`src/rtl/data_mem_arbiter_pkg.sv`:
```
// Shared definitions for the data memory arbiter: FSM encoding, default sizes
// and the index-width helper used by the top and the round-robin arbiter.
package data_mem_arbiter_pkg;

    localparam int DEF_NCORES = 2;
    localparam int DEF_LMEM   = 8;
    localparam int DEF_TAM    = 16;

    typedef enum logic [1:0] {
        IDLE   = 2'd0,
        ACCESS = 2'd1,
        WAIT   = 2'd2
    } state_e;

    // Keeps index vectors at least one bit wide for a single-core build.
    function automatic int idx_width(input int n);
        return (n > 1) ? $clog2(n) : 1;
    endfunction

endpackage

```
`src/rtl/data_mem_arbiter_rr_arbiter.sv`:
```
// Combinational round-robin arbiter: searches upward from ptr, wrapping at
// NCORES-1, and returns a one-hot grant plus the winning index.
module rr_arbiter
    import data_mem_arbiter_pkg::*;
#(
    parameter int NCORES = DEF_NCORES,
    parameter int IDXW   = idx_width(DEF_NCORES)
) (
    input  logic [0:NCORES-1] req,
    input  logic [IDXW-1:0]   ptr,
    output logic [0:NCORES-1] gnt,
    output logic [IDXW-1:0]   gnt_idx,
    output logic              gnt_valid
);

    always_comb begin
        // NOTE: every variable written here is given a default first, so no
        // path through the block can infer a latch.
        gnt       = '0;
        gnt_idx   = '0;
        gnt_valid = 1'b0;
        for (int k = 0; k < NCORES; k++) begin
            if (!gnt_valid && req[(int'(ptr) + k) % NCORES]) begin
                gnt[(int'(ptr) + k) % NCORES] = 1'b1;
                gnt_idx   = IDXW'((int'(ptr) + k) % NCORES);
                gnt_valid = 1'b1;
            end
        end
    end

endmodule

```
`src/rtl/data_mem_arbiter.sv`:
```
// Round-robin sharing of the single-port data memory between NCORES cores,
// one operation in flight. Define MEM_ARB_ADDR_CHECK_EN to flag out-of-range addresses.
module data_mem_arbiter
    import data_mem_arbiter_pkg::*;
#(
    parameter int NCORES = DEF_NCORES,
    parameter int LMEM   = DEF_LMEM,
    parameter int TAM    = DEF_TAM
) (
    input  logic                  clk,
    input  logic                  rst,
    input  logic [0:NCORES-1]     core_load,
    input  logic [0:NCORES-1]     core_write,
    input  logic [0:NCORES*TAM-1] core_addr,
    input  logic [0:NCORES*TAM-1] core_din,
    output logic [0:NCORES*TAM-1] core_dout,
    output logic [0:NCORES-1]     core_ack,
    output logic [0:NCORES-1]     core_err,
    output logic                  mem_en,
    output logic                  mem_we,
    output logic [0:LMEM-1]       mem_addr,
    output logic [0:TAM-1]        mem_din,
    input  logic [0:TAM-1]        mem_dout
);

    localparam int IDXW = idx_width(NCORES);

    state_e                state_q, state_d;
    logic [IDXW-1:0]       rr_ptr_q, rr_ptr_d;
    logic [IDXW-1:0]       win_q, win_d;
    logic                  we_q, we_d;
    logic                  err_q, err_d;
    logic [0:LMEM-1]       addr_q, addr_d;
    logic [0:TAM-1]        din_q, din_d;
    logic [0:NCORES*TAM-1] dout_q, dout_d;
    logic [0:NCORES-1]     ack_q, ack_d;
    logic [0:NCORES-1]     cerr_q, cerr_d;

    logic [0:NCORES-1]     req;
    logic [0:NCORES-1]     gnt;
    logic [IDXW-1:0]       gnt_idx;
    logic                  gnt_valid;

    // A core being acked this cycle is masked; a held request is a new transaction.
    assign req = (core_load | core_write) & ~ack_q;

    rr_arbiter #(
        .NCORES (NCORES),
        .IDXW   (IDXW)
    ) u_rr_arbiter (
        .req       (req),
        .ptr       (rr_ptr_q),
        .gnt       (gnt),
        .gnt_idx   (gnt_idx),
        .gnt_valid (gnt_valid)
    );

    always_comb begin
        state_d  = state_q;
        rr_ptr_d = rr_ptr_q;
        win_d    = win_q;
        we_d     = we_q;
        err_d    = err_q;
        addr_d   = addr_q;
        din_d    = din_q;
        dout_d   = dout_q;
        ack_d    = '0;
        cerr_d   = '0;
        mem_en   = 1'b0;
        mem_we   = 1'b0;
        mem_addr = '0;
        mem_din  = '0;

        case (state_q)
            IDLE: begin
                if (gnt_valid) begin
                    win_d  = gnt_idx;
                    we_d   = |(gnt & core_write);
                    addr_d = core_addr[int'(gnt_idx)*TAM + (TAM-LMEM) +: LMEM];
                    din_d  = core_din[int'(gnt_idx)*TAM +: TAM];
`ifdef MEM_ARB_ADDR_CHECK_EN
                    err_d  = |core_addr[int'(gnt_idx)*TAM +: TAM-LMEM];
`else
                    err_d  = 1'b0;
`endif
                    state_d = ACCESS;
                end
            end
            ACCESS: begin
                if (!err_q) begin
                    mem_en   = 1'b1;
                    mem_we   = we_q;
                    mem_addr = addr_q;
                    mem_din  = din_q;
                end
                state_d = WAIT;
            end
            WAIT: begin
                ack_d[win_q]  = 1'b1;
                cerr_d[win_q] = err_q;
                if (!we_q && !err_q) begin
                    dout_d[int'(win_q)*TAM +: TAM] = mem_dout;
                end
                rr_ptr_d = (win_q == IDXW'(NCORES-1)) ? '0 : win_q + 1'b1;
                state_d  = IDLE;
            end
            default: state_d = IDLE;
        endcase
    end

    // NOTE: sequential state uses non-blocking assignments so every flop
    // samples the pre-edge values regardless of statement order.
    always_ff @(posedge clk) begin
        if (!rst) begin
            state_q  <= IDLE;
            rr_ptr_q <= '0;
            win_q    <= '0;
            we_q     <= 1'b0;
            err_q    <= 1'b0;
            addr_q   <= '0;
            din_q    <= '0;
            dout_q   <= '0;
            ack_q    <= '0;
            cerr_q   <= '0;
        end else begin
            state_q  <= state_d;
            rr_ptr_q <= rr_ptr_d;
            win_q    <= win_d;
            we_q     <= we_d;
            err_q    <= err_d;
            addr_q   <= addr_d;
            din_q    <= din_d;
            dout_q   <= dout_d;
            ack_q    <= ack_d;
            cerr_q   <= cerr_d;
        end
    end

    assign core_dout = dout_q;
    assign core_ack  = ack_q;
    assign core_err  = cerr_q;

endmodule

```
`config.mk`:
```
export PLATFORM = sky130hd
export DESIGN_NAME = data_mem_arbiter
export DESIGN_NICKNAME = d
export VERILOG_FILES = /design/src/rtl/data_mem_arbiter_pkg.sv /design/src/rtl/data_mem_arbiter_rr_arbiter.sv /design/src/rtl/data_mem_arbiter.sv
export SDC_FILE = /design/constraint.sdc
export NUM_CORES = 1
export LEC_CHECK = 0
export ABC_AREA = 1
export BUFFER_PORTS_ARGS = -buffer_cell sky130_fd_sc_hd__buf_2
export CORE_UTILIZATION = 50
export DETAILED_ROUTE_END_ITERATION = 8
export PLACE_DENSITY = 0.86
export SYNTH_ARGS = -nofsm -noshare
export SYNTH_HDL_FRONTEND = slang
export SYNTH_HIERARCHICAL = 1
export SYNTH_SLANG_ARGS = --single-unit
```
`constraint.sdc`:
```
create_clock -name clk -period 3.31 [get_ports clk]
set_input_delay 0.1655 -clock clk [delete_from_list [all_inputs] [get_ports clk]]
set_output_delay 0.1655 -clock clk [all_outputs]
set_load 0.02 [all_outputs]
```
==> results.sh <==
export IMPL_path_max_fanout=49
export IMPL_yosysSeqAreaShare=0.417
export IMPL_die_w_um=79.8
export IMPL_netlist_area_leader_share=0.417
export IMPL_grt_max_degree=50
export IMPL_antenna_found_initial=0
export IMPL_wl_per_cell_um=11.1
export IMPL_htreeDepth=3
export IMPL_pin_count=148
export IMPL_tightest_slew_ns=0.937
export IMPL_gp_congestion=0.875
export IMPL_syn_cell_area_um2=3020
export IMPL_synthTopCellsByArea="dfxtp_1 42%, nand2_1 14%, nor2_1 13%, inv_1 8.3%, nand4_1 6.6%"
export IMPL_drt_wl_total_mm=7.31
export IMPL_grt_use_total=0.249
export IMPL_placed_cell_area_um2=3630
export IMPL_synth_cells=472
export IMPL_synth_fa_ha_area_frac=0
export IMPL_rows=27
export IMPL_yosys_warnings=6
export IMPL_min_path_cells=5
export IMPL_peakVddDrop_v=0.000299
export IMPL_rr_worst_depth=6
export IMPL_layout_commonest_cell="buf_2"
export IMPL_cts_setup_buffers=0
export IMPL_dr_pass1_iters=4
export IMPL_fmax_mhz=520
export IMPL_rsz0062_at_grt="no"
export IMPL_die_h_um=79.8
export IMPL_finalSetupViolCount=0
export IMPL_final_cell_mix="129 x buf_2, 111 x nand2_1, 102 x nor2_1, 67 x inv_1, 63 x dfxtp_1"
export IMPL_syn_avg_cell_area_um2=6.40
export IMPL_drive_gt1_frac=0.267
export IMPL_setup_worst_path_class="flop to flop"
export IMPL_fin_area_um2=3810
export IMPL_cts_tree="yes"
export IMPL_synth_seq_cells=63
export IMPL_clock_sinks=63
export IMPL_cts_root_buf="clkbuf_8"
export IMPL_skew_ns=0.00970
export IMPL_relSlewSlack=0.374
export IMPL_holdCritStartpoint="core_din[6]"
export IMPL_power_leakage_nw=1.98
export IMPL_synth_simple_area_share=0.352
export IMPL_yosysUniqueCellTypes=17
export IMPL_period_share=0.581
export IMPL_via_per_inst=4.84
export IMPL_clk_path_buf_depth=2
export IMPL_antenna_left=0
export IMPL_die_area_um2=6360
export IMPL_clk_pin_slew_worst_paths_ns=0.07
export IMPL_rrSetupSlack_ns=1.39
export IMPL_synth_top_family_by_area="simple AND/OR/NAND/NOR gates"
export IMPL_multiInputGateArea_um2=1360
export IMPL_cp_arrival_ns=2.12
export IMPL_hpwl_mm=5.16
export IMPL_fin_setup_tns_ns=0
export IMPL_whs_endpoint="din_q[6]$_SDFFE_PN0P_"
export IMPL_timing_rr_start="core_ack[1]$_SDFF_PN0_"
export IMPL_overflow=0
export IMPL_core_area_um2=5680
export IMPL_cp_required_ns=3.51
export IMPL_cts_buffers=9
export IMPL_hold_path_class="primary input to flop"
export IMPL_synth_compound_area_frac=0.0898
export IMPL_muxShareOfSynthArea=0
export IMPL_hold_buffers=0
export IMPL_grt_pass1_wl_mm=12.5
export IMPL_drv_cap=0
export IMPL_drtIter0Drc=212
export IMPL_antennaDiodeCount=0
export IMPL_startpoint="core_ack[1]$_SDFF_PN0_"
export IMPL_clkLatencyLatePin_ns=0.33
export IMPL_fill_cells=512
export IMPL_seq_area_um2=1260
export IMPL_outcome="completed"
export IMPL_cts_resized=0
export IMPL_synth_xor_xnor_area_share=0
export IMPL_worstSetupStartpointType="flop"
export IMPL_syn_to_final_growth_pct=26.0
export IMPL_start_util=0.533
export IMPL_power_density_nw_per_um2=479
export IMPL_hold_violations=0
export IMPL_place_port_buffers=129
export IMPL_vias=3192
export IMPL_finalMaxSlewViolations=0
export IMPL_drcViolationCount=0
export IMPL_end_kind="flop"
export IMPL_final_nets=669
export IMPL_grt_pass1_vias=2970
export IMPL_fin_crit_ns=1.92
export IMPL_reg2reg_to="din_q[5]$_SDFFE_PN0P_"
export IMPL_yosysTopAreaCell="dfxtp_1"
-- state kept, by name, indices dropped and copies added, names as in the netlist --
register and cells:
win_q 1, rr_ptr_q 1, we_q 1, state_q 2
din_q 16, addr_q 8, core_dout 32, core_ack 2
-- critical path: stages, from the launching register on --
cell     delay (ns)
dfxtp_1        0.32
nor2_1         0.17
inv_1          0.12
a21oi_4        0.73
o21ai_0        0.27
nand2_1        0.11
a21oi_1        0.06
-- layer usage --
layer	global-route usage	wire length (um)	vias to the layer above
met5	0	0	-
met4	0.113	155	0
met3	0.0469	514	15
met2	0.432	3600	128
met1	0.296	3040	1383
li1	-	-	1666
-- synth_stat cells --
cell type,count
buf_4,5
clkinv_1,1
nand4_1,32
nand3_2,2
nor2_4,4
o21ai_0,26
nor2_1,102
a21oi_1,27
clkbuf_1,8
buf_1,4
o22ai_1,1
nand2_1,111
dfxtp_1,63
buf_2,13
inv_2,5
conb_1,1
inv_1,67
-- final cells by class --
type                            count  share of cell area
Multi-Input combinational cell    307               0.356
Sequential cell                    63               0.331
Clock inverter                      5             0.00854
Timing Repair Buffer              129               0.169
Inverter                           73              0.0719
Clock buffer                       11              0.0397
Tap cell                           72              0.0236
-- logic make-up after synthesis --
kind of cell	Yosys count
simple gates	251
buf+inv	103
flops	63
compound gates	54
other cells	1
-- report_power, final --
part	leakage (nW)	switching (mW)	internal, mW
sequential	0.515	0.0393	0.814
combinational	1.38	0.251	0.125
clock	0.0873	0.284	0.309
-- through the flow --
step	power [mW]	hold slack (ns)	setup slack (ns)	cells	util
after detailed placement	1.25	0.456	1.43	644	0.639
after global routing	1.94	0.188	1.07	660	0.671
after floorplan	1.14	0.398	1.76	473	-
after global placement	1.23	0.452	1.51	644	0.639
final	1.82	0.167	1.39	660	0.671
after CTS	1.84	0.159	1.42	660	0.671
-- worst max path at each step --
stage                                  to  slack, ns  cells past startpoint
6_report            din_q[5]$_SDFFE_PN0P_       1.39                      6
5_1_grt             din_q[5]$_SDFFE_PN0P_       1.07                      7
4_1_cts             din_q[5]$_SDFFE_PN0P_       1.42                      6
3_5_place_dp       addr_q[1]$_SDFFE_PN0P_       1.43                      8
3_3_place_gp   core_dout[17]$_SDFFE_PN0P_       1.51                      4
2_1_floorplan                 mem_addr[1]       1.76                      5
Note: power is estimated with default switching activity, not from simulation.
